File: config.mk
export PLATFORM = sky130hd
export DESIGN_NAME = hazard_controller
export DESIGN_NICKNAME = d
export VERILOG_FILES = /design/src/rtl/hazard_controller.sv
export SDC_FILE = /design/constraint.sdc
export NUM_CORES = 1
export LEC_CHECK = 0
export BUFFER_PORTS_ARGS = -buffer_cell sky130_fd_sc_hd__clkbuf_2
export CAP_MARGIN = 30
export CORE_ASPECT_RATIO = 1.25
export CORE_UTILIZATION = 36
export CTS_BUF_LIST = sky130_fd_sc_hd__clkbuf_4
export DETAILED_ROUTE_END_ITERATION = 7
export GPL_TIMING_DRIVEN = 0
export PLACE_DENSITY = 0.74
export RECOVER_POWER = 50
export SYNTH_ARGS = -nofsm -noshare
export SYNTH_HDL_FRONTEND = slang
export SYNTH_SLANG_ARGS = --single-unit
File: constraint.sdc
create_clock -name clk -period 3.6 [get_ports clk]
set_clock_uncertainty 0.2 [all_clocks]
set_input_delay 0.18 -clock clk [delete_from_list [all_inputs] [get_ports clk]]
set_output_delay 0.18 -clock clk [all_outputs]
set_load 0.01 [all_outputs]
File: src/rtl/hazard_controller.sv
// Pipeline hazard control: forwarding selects, load-use/branch/memory stall and flush, data-memory wait FSM.
// Optional performance counters are enabled by defining HAZARD_PERF_CNT_EN.
module hazard_controller #(
   parameter int unsigned TIMEOUT_CYCLES = 64,
   parameter int unsigned CNT_W          = 8
) (
   input  logic       clk,
   input  logic       rst,
   input  logic [4:0] Rs1D,
   input  logic [4:0] Rs2D,
   input  logic [4:0] Rs1E,
   input  logic [4:0] Rs2E,
   input  logic [4:0] RdE,
   input  logic [4:0] RdM,
   input  logic [4:0] RdW,
   input  logic       RegWriteM,
   input  logic       RegWriteW,
   input  logic [1:0] ResultSrcE,
   input  logic       PCSrcE,
   input  logic       MemReqM,
   input  logic       MemReadyM,
   output logic       StallF,
   output logic       StallD,
   output logic       StallE,
   output logic       StallM,
   output logic       FlushD,
   output logic       FlushE,
   output logic       FlushW,
   output logic [1:0] ForwardAE,
   output logic [1:0] ForwardBE,
   output logic       MemWait,
   output logic       MemTimeout
`ifdef HAZARD_PERF_CNT_EN
   ,
   output logic [31:0] StallCycles,
   output logic [31:0] FlushCount,
   output logic [31:0] MemWaitCycles
`endif
);

   localparam int unsigned REG_W  = 5;
   localparam int unsigned FWD_W  = 2;
   localparam int unsigned PERF_W = 32;
   localparam logic [CNT_W-1:0] TIMEOUT_VAL = CNT_W'(TIMEOUT_CYCLES);
   localparam logic [1:0] RES_LOAD = 2'b01;
   localparam logic [FWD_W-1:0] FWD_RF = 2'b00;
   localparam logic [FWD_W-1:0] FWD_W_RES = 2'b01;
   localparam logic [FWD_W-1:0] FWD_M_ALU = 2'b10;

   typedef enum logic {
      ST_RUN      = 1'b0,
      ST_MEM_WAIT = 1'b1
   } state_t;

   state_t           state_q, state_d;
   logic [CNT_W-1:0] wait_cnt_q, wait_cnt_d;
   logic             timeout_q, timeout_d;
   logic             mem_stall_c;
   logic             lw_stall_c;

   // Operand source select; the younger M-stage result takes precedence over W.
   function automatic logic [FWD_W-1:0] fwd_sel(
      input logic [REG_W-1:0] rs,
      input logic             wr_m,
      input logic [REG_W-1:0] rd_m,
      input logic             wr_w,
      input logic [REG_W-1:0] rd_w
   );
      logic [FWD_W-1:0] sel;
      sel = FWD_RF;
      if (wr_m && (rd_m != '0) && (rd_m == rs)) begin
         sel = FWD_M_ALU;
      end else if (wr_w && (rd_w != '0) && (rd_w == rs)) begin
         sel = FWD_W_RES;
      end
      return sel;
   endfunction

   assign mem_stall_c = MemReqM && !MemReadyM;
   assign lw_stall_c  = (ResultSrcE == RES_LOAD) && (RdE != '0) &&
                        ((RdE == Rs1D) || (RdE == Rs2D));

   always_ff @(posedge clk or negedge rst) begin
      if (!rst) begin
         state_q <= ST_RUN;
      end else begin
         state_q <= state_d;
      end
   end

   always_comb begin
      state_d = state_q;
      case (state_q)
         ST_RUN:      if (mem_stall_c) state_d = ST_MEM_WAIT;
         ST_MEM_WAIT: if (MemReadyM || !MemReqM) state_d = ST_RUN;
         default:     state_d = ST_RUN;
      endcase
   end

   // Memory stall overrides load-use and branch; the branch stays in E until the stall releases.
   always_comb begin
      StallF    = 1'b0;
      StallD    = 1'b0;
      StallE    = 1'b0;
      StallM    = 1'b0;
      FlushD    = 1'b0;
      FlushE    = 1'b0;
      FlushW    = 1'b0;
      ForwardAE = fwd_sel(Rs1E, RegWriteM, RdM, RegWriteW, RdW);
      ForwardBE = fwd_sel(Rs2E, RegWriteM, RdM, RegWriteW, RdW);
      MemWait   = (state_q == ST_MEM_WAIT);
      if (mem_stall_c) begin
         StallF = 1'b1;
         StallD = 1'b1;
         StallE = 1'b1;
         StallM = 1'b1;
         FlushW = 1'b1;
      end else begin
         StallF = lw_stall_c;
         StallD = lw_stall_c;
         FlushD = PCSrcE;
         FlushE = lw_stall_c || PCSrcE;
      end
   end

   // Wait counter saturates at the timeout; the timeout flag is sticky until reset.
   always_comb begin
      wait_cnt_d = wait_cnt_q;
      timeout_d  = timeout_q;
      if (state_q == ST_RUN) begin
         wait_cnt_d = '0;
      end else if (mem_stall_c && (wait_cnt_q != TIMEOUT_VAL)) begin
         wait_cnt_d = wait_cnt_q + CNT_W'(1);
      end
      if ((state_q == ST_MEM_WAIT) && (wait_cnt_d == TIMEOUT_VAL)) begin
         timeout_d = 1'b1;
      end
   end

   always_ff @(posedge clk or negedge rst) begin
      if (!rst) begin
         wait_cnt_q <= '0;
         timeout_q  <= 1'b0;
      end else begin
         wait_cnt_q <= wait_cnt_d;
         timeout_q  <= timeout_d;
      end
   end

   assign MemTimeout = timeout_q;

`ifdef HAZARD_PERF_CNT_EN
   logic [PERF_W-1:0] stall_cycles_q, stall_cycles_d;
   logic [PERF_W-1:0] flush_count_q, flush_count_d;
   logic [PERF_W-1:0] mem_wait_cycles_q, mem_wait_cycles_d;

   always_comb begin
      stall_cycles_d    = stall_cycles_q + PERF_W'(StallF);
      flush_count_d     = flush_count_q + PERF_W'(FlushE);
      mem_wait_cycles_d = mem_wait_cycles_q + PERF_W'(mem_stall_c);
   end

   always_ff @(posedge clk or negedge rst) begin
      if (!rst) begin
         stall_cycles_q    <= '0;
         flush_count_q     <= '0;
         mem_wait_cycles_q <= '0;
      end else begin
         stall_cycles_q    <= stall_cycles_d;
         flush_count_q     <= flush_count_d;
         mem_wait_cycles_q <= mem_wait_cycles_d;
      end
   end

   assign StallCycles   = stall_cycles_q;
   assign FlushCount    = flush_count_q;
   assign MemWaitCycles = mem_wait_cycles_q;
`endif

endmodule

Word-level counts from Yosys, hierarchy flattened
Cells that the tools add are included.
- $add $sub $neg: 1
- eq/ne operators: 9
- muxes and demuxes: 12
- bitwise gates (word level): 1
- reduce and logical (&&, ||, !) cells: 19
- operator list (kind ; number):
    == test 5 bit ; 6
    two-way mux 8 bit ; 2
    nonzero test 5 bit ; 3
    logical AND 1 bit ; 11
    adder 8 x 1 -> 8 bit (second input constant) ; 1
    == test 8 x 7 -> 1 bit (second input constant) ; 1
    inequality test 8 x 7 -> 1 bit (second input constant) ; 1
    two-way mux 1 bit ; 7
    two-way mux 2 bit ; 2
    logical OR 1 bit ; 3
    == test 2 x 1 -> 1 bit (second input constant) ; 1
    logical NOT 1 bit ; 2
    case mux 1 bit (2 select lines) ; 1
    inverter 1 bit ; 1
- register bits: 10
- bits of input ports: 44
- output and inout bits: 13
- logic and storage cells: 45

Logic depth before layout (Yosys ltp)
- word-level depth: 7
- mapped depth: 7
- depth with buffers taken out: 6

Worst setup path after synthesis
OpenSTA, ideal clock, no wires.
- kind: input -> output
- start point: input port RdM[1]
- end point: output port ForwardAE[0]
- data arrival time: 1307 ps
- data required time: 3220 ps
- slack: 1913 ps
- stages on the path: 4
- path buffers: 0
- cell sequence: or4_4 > o21ai_2 > nor4_1 > nor4_2
- word-level cells in the longest chain between the ends: 4
- elaborated cells between the ends (all ways): 5
- classes of those cells: eq/ne (1); mux (1); reduce/logical (3)
- ends and longest elaborated chain (what ; line ; RTL):
    start, declared ; 14 ; input logic [4:0] RdM,
    nonzero test 5 bit ; 71 ; if (wr_m && (rd_m != '0) && (rd_m == rs)) begin
    logical AND 1 bit ; 71 ;
    logical AND 1 bit (*) ; 71 ;
    two-way mux 2 bit (*) ; 71 ;
    end, declared ; 29 ; output logic [1:0] ForwardAE,
Mark *: on every way between the ends. The rest lies on a longest branch, timed or not.

Worst setup path after layout
- start point: input port MemReqM
- end point: register timeout_q, in the netlist MemTimeout
- word-level cells in the longest chain between the ends: 6
- ends and longest elaborated chain (what ; line ; RTL):
    start, declared ; 20 ; input logic MemReqM,
    logical AND 1 bit ; 79 ; assign mem_stall_c = MemReqM && !MemReadyM;
    logical AND 1 bit ; 132 ; end else if (mem_stall_c && (wait_cnt_q != TIMEOUT_VAL)) begin
    two-way mux 8 bit ; 132 ;
    two-way mux 8 bit ; 130 ; if (state_q == ST_RUN) begin
    == test 8 x 7 -> 1 bit ; 135 ; if ((state_q == ST_MEM_WAIT) && (wait_cnt_d == TIMEOUT_VAL)) begin
    logical AND 1 bit ; 135 ;
    end signal, assigned ; 146 ; timeout_q <= timeout_d;
    end, declared ; 57 ; logic timeout_q, timeout_d;
Every way passes these cells.
A chain may end at the register's enable or synchronous reset.

==> flow_metrics.env <==
export IMPL_core_area_um2=2730
export IMPL_fin_area_um2=1420
export IMPL_finalWorstSetupSlack_ns=1.19
export IMPL_synth_area_per_cell_um2=9.02
export IMPL_synth_area_top_cells="dfrtp_1, xor2_1, xnor2_1"
export IMPL_finalSetupTns_ns=0
export IMPL_clkTransAtPathRegs_ns=0.06
export IMPL_postCtsSetupBuffers=0
export IMPL_p_per_area_nw_per_um2=202
export IMPL_clk_path_buf_depth=2
export IMPL_final_util_pct=51.8
export IMPL_drv_slew=0
export IMPL_power_frac_seq_pct=40.4
export IMPL_cp_data_required_time_ns=3.55
export IMPL_clkPwrFrac_pct=26.2
export IMPL_die_area_um2=3180
export IMPL_ant_nets=0
export IMPL_rows=21
export IMPL_maxCapViolations=0
export IMPL_n_fill_cell=272
export IMPL_antenna_cells=0
export IMPL_crit_path_start_kind="input pin"
export IMPL_antenna_found_initial=0
export IMPL_final_cell_mix="clkbuf_2, xor2_1, xnor2_1"
export IMPL_total_power_mw=0.285
export IMPL_synthXorXnorAreaFrac_pct=31.3
export IMPL_clock_latency_ns=0.26
export IMPL_hold_path_startpoint="MemReadyM"
export IMPL_startpoint="MemReqM"
export IMPL_vias_per_cell=4.97
export IMPL_start_util_pct=39.0
export IMPL_area_growth_pct=32.9
export IMPL_cts_root_buf="clkbuf_4"
export IMPL_setup_violations_final=0
export IMPL_dr_pass1_iters=4
export IMPL_synth_edf_count=0
export IMPL_min_path_type="in -> reg"
export IMPL_final_cell_count_no_fill=213
export IMPL_grt_max_degree=11
export IMPL_first_global_vias=1082
export IMPL_dr_first_iter_drc_count=30
export IMPL_status="completed"
export IMPL_numCtsBuffers=3
export IMPL_wire_per_inst_um=12.4
export IMPL_synth_compound_area_share_pct=7.76
export IMPL_htreeDepth=1
export IMPL_synth_flop_cell="dfrtp_1"
export IMPL_clock_sinks=10
export IMPL_synthCells=118
export IMPL_rrSetupSlack_ns=1.85
export IMPL_synth_top_cell_area_share_pct=23.5
export IMPL_cp_max_fo=9
export IMPL_reg2reg_to="MemTimeout"
export IMPL_reg2reg_from="wait_cnt_q[4]"
export IMPL_rsz0062_at_grt="no"
export IMPL_synthesis_area_um2=1060
export IMPL_yosysTopAreaCell="dfrtp_1"
export IMPL_comb_power_share_pct=33.3
export IMPL_synthAdderAreaFrac_pct=2.35
export IMPL_nets=227
export IMPL_final_common_cell="clkbuf_2"
export IMPL_crit_type="in -> reg"
export IMPL_synth_nets=164
export IMPL_dpl_cell_area_um2=1390
export IMPL_worst_slew_pin_transition_ns=0.612
export IMPL_hold_depth=3
export IMPL_placedCellCount=208
export IMPL_grt_pass1_wl_mm=4.51
export IMPL_max_freq_mhz=415
export IMPL_synth_seq_cells=10
export IMPL_tritoncts="built"
export IMPL_fin_crit_sh_pct=66.9
export IMPL_power_switching_mw=0.0853
export IMPL_die_h_um=62.8
export IMPL_leakage_nw=0.690
export IMPL_synth_async_sr_flop_share_pct=100
export IMPL_min_period_ns=2.41
export IMPL_seq_area_frac_synth_pct=23.5
export IMPL_cp_data_arrival_time_ns=2.36
export IMPL_p_int_mw=0.200
export IMPL_synth_top_family_by_area="XOR/XNOR gates"
export IMPL_routed_wl_mm=2.65
export IMPL_synth_area_mux_share_pct=0.940
export IMPL_hold_end="MemWait"
export IMPL_place_ws_ns=1.69
export IMPL_layout_drive_gt1_share_pct=38.0
export IMPL_finalHoldWorstSlack_ns=0.0964
export IMPL_ys_types=36
export IMPL_grt_ovfl_total=0
export IMPL_yosysWarningCount=0
export IMPL_globalplace_congestion=0.872
export IMPL_drc=0
export IMPL_die_x_um=50.6
export IMPL_grt_usage_pct=18.5
export IMPL_vias=1058
export IMPL_synthSimpleGateAreaFrac_pct=27.7
export IMPL_io_pins=57
export IMPL_reg2reg_depth=6
export IMPL_place_port_buffers=56
export IMPL_ir_drop_v=0.000117
export IMPL_hpwl_mm=2.24
export IMPL_cp_end_kind="register"
export IMPL_slew_headroom_pct=58.8
export IMPL_swShare_pct=29.9
export IMPL_finalHoldViolCount=0
cell families after synthesis:
| group | count (synthesis) |
|---|---|
| XOR/XNOR | 38 |
| adder cells (fa/ha/maj) | 2 |
| flip-flops | 10 |
| AND/OR/NAND/NOR | 44 |
| multiplexers | 1 |
| buffers and inverters | 12 |
| AO/OA/AOI/OAI | 11 |
how the worst max path moves through the flow:
stage / endpoint / cells after the start
final: MemTimeout / 9
after global routing: MemTimeout / 9
after CTS: ForwardAE[0] / 6
after detailed placement: ForwardAE[0] / 6
after floorplan: ForwardAE[0] / 4
after global placement: ForwardBE[0] / 6
synthesized netlist by cell type (2+ instances only):
| cell | instances |
|---|---|
| nor4_1 | 2 |
| nand2_1 | 4 |
| nand4_1 | 2 |
| inv_1 | 5 |
| buf_2 | 2 |
| a21oi_1 | 3 |
| buf_4 | 3 |
| xnor2_1 | 18 |
| dfrtp_1 | 10 |
| xor2_1 | 20 |
| nor3_1 | 3 |
| nor2b_1 | 3 |
| and2_1 | 5 |
| ha_1 | 2 |
| or4_1 | 4 |
| nor4_2 | 2 |
| nand3_1 | 6 |
| and3_1 | 2 |
| nor2_1 | 5 |
power groups by stage:
stage | registers [mW] | clock network (mW) | logic (mW)
finish | 0.115 | 0.0749 | 0.0951
global route | 0.115 | 0.0849 | 0.104
CTS | 0.115 | 0.0764 | 0.0972
detailed placement | 0.117 | 0 | 0.0959
global placement | 0.117 | 0 | 0.0919
floorplan | 0.117 | 0 | 0.0461
worst max-delay path: stages:
cell           delay [ns]
dlygate4sd3_1        0.53
clkbuf_1             0.10
nand2b_1             0.17
clkinvlp_2           0.33
and4_4               0.31
buf_6                0.12
and3_1               0.15
o211a_1              0.22
a41o_1               0.24
state kept, by name (all words and copies together) (netlist names):
register    flops
wait_cnt_q      8
MemTimeout      1
MemWait         1
routing by layer:
| layer | vias to the layer above | share of wire, % | routed length (um) | GRT usage, % |
|---|---|---|---|---|
| met1 | 473 | 38 | 1010 | 20.1 |
| met5 | - | 0 | 0 | 0 |
| li1 | 529 | - | - | - |
| met2 | 48 | 53 | 1420 | 34.7 |
| met4 | 0 | 3.0 | 80 | 7.64 |
| met3 | 8 | 5.4 | 143 | 2.19 |
area by class of cell:
| class | instances | area [um^2] | share of cell area, % |
|---|---|---|---|
| Tap cell | 34 | 42.5 | 3.01 |
| Sequential cell | 10 | 250 | 17.7 |
| Clock buffer | 3 | 22.5 | 1.59 |
| Buffer | 6 | 43.8 | 3.09 |
| Multi-Input combinational cell | 96 | 738 | 52.2 |
| Timing Repair Buffer | 58 | 294 | 20.8 |
| Inverter | 6 | 23.8 | 1.68 |
repair_timing:
action                                 4_1_cts  5_1_grt
endpoints found under the hold margin       10        1
hold buffers                                 1        1
gates resized for setup                      0        0
Note: power is estimated with default switching activity, not from simulation.
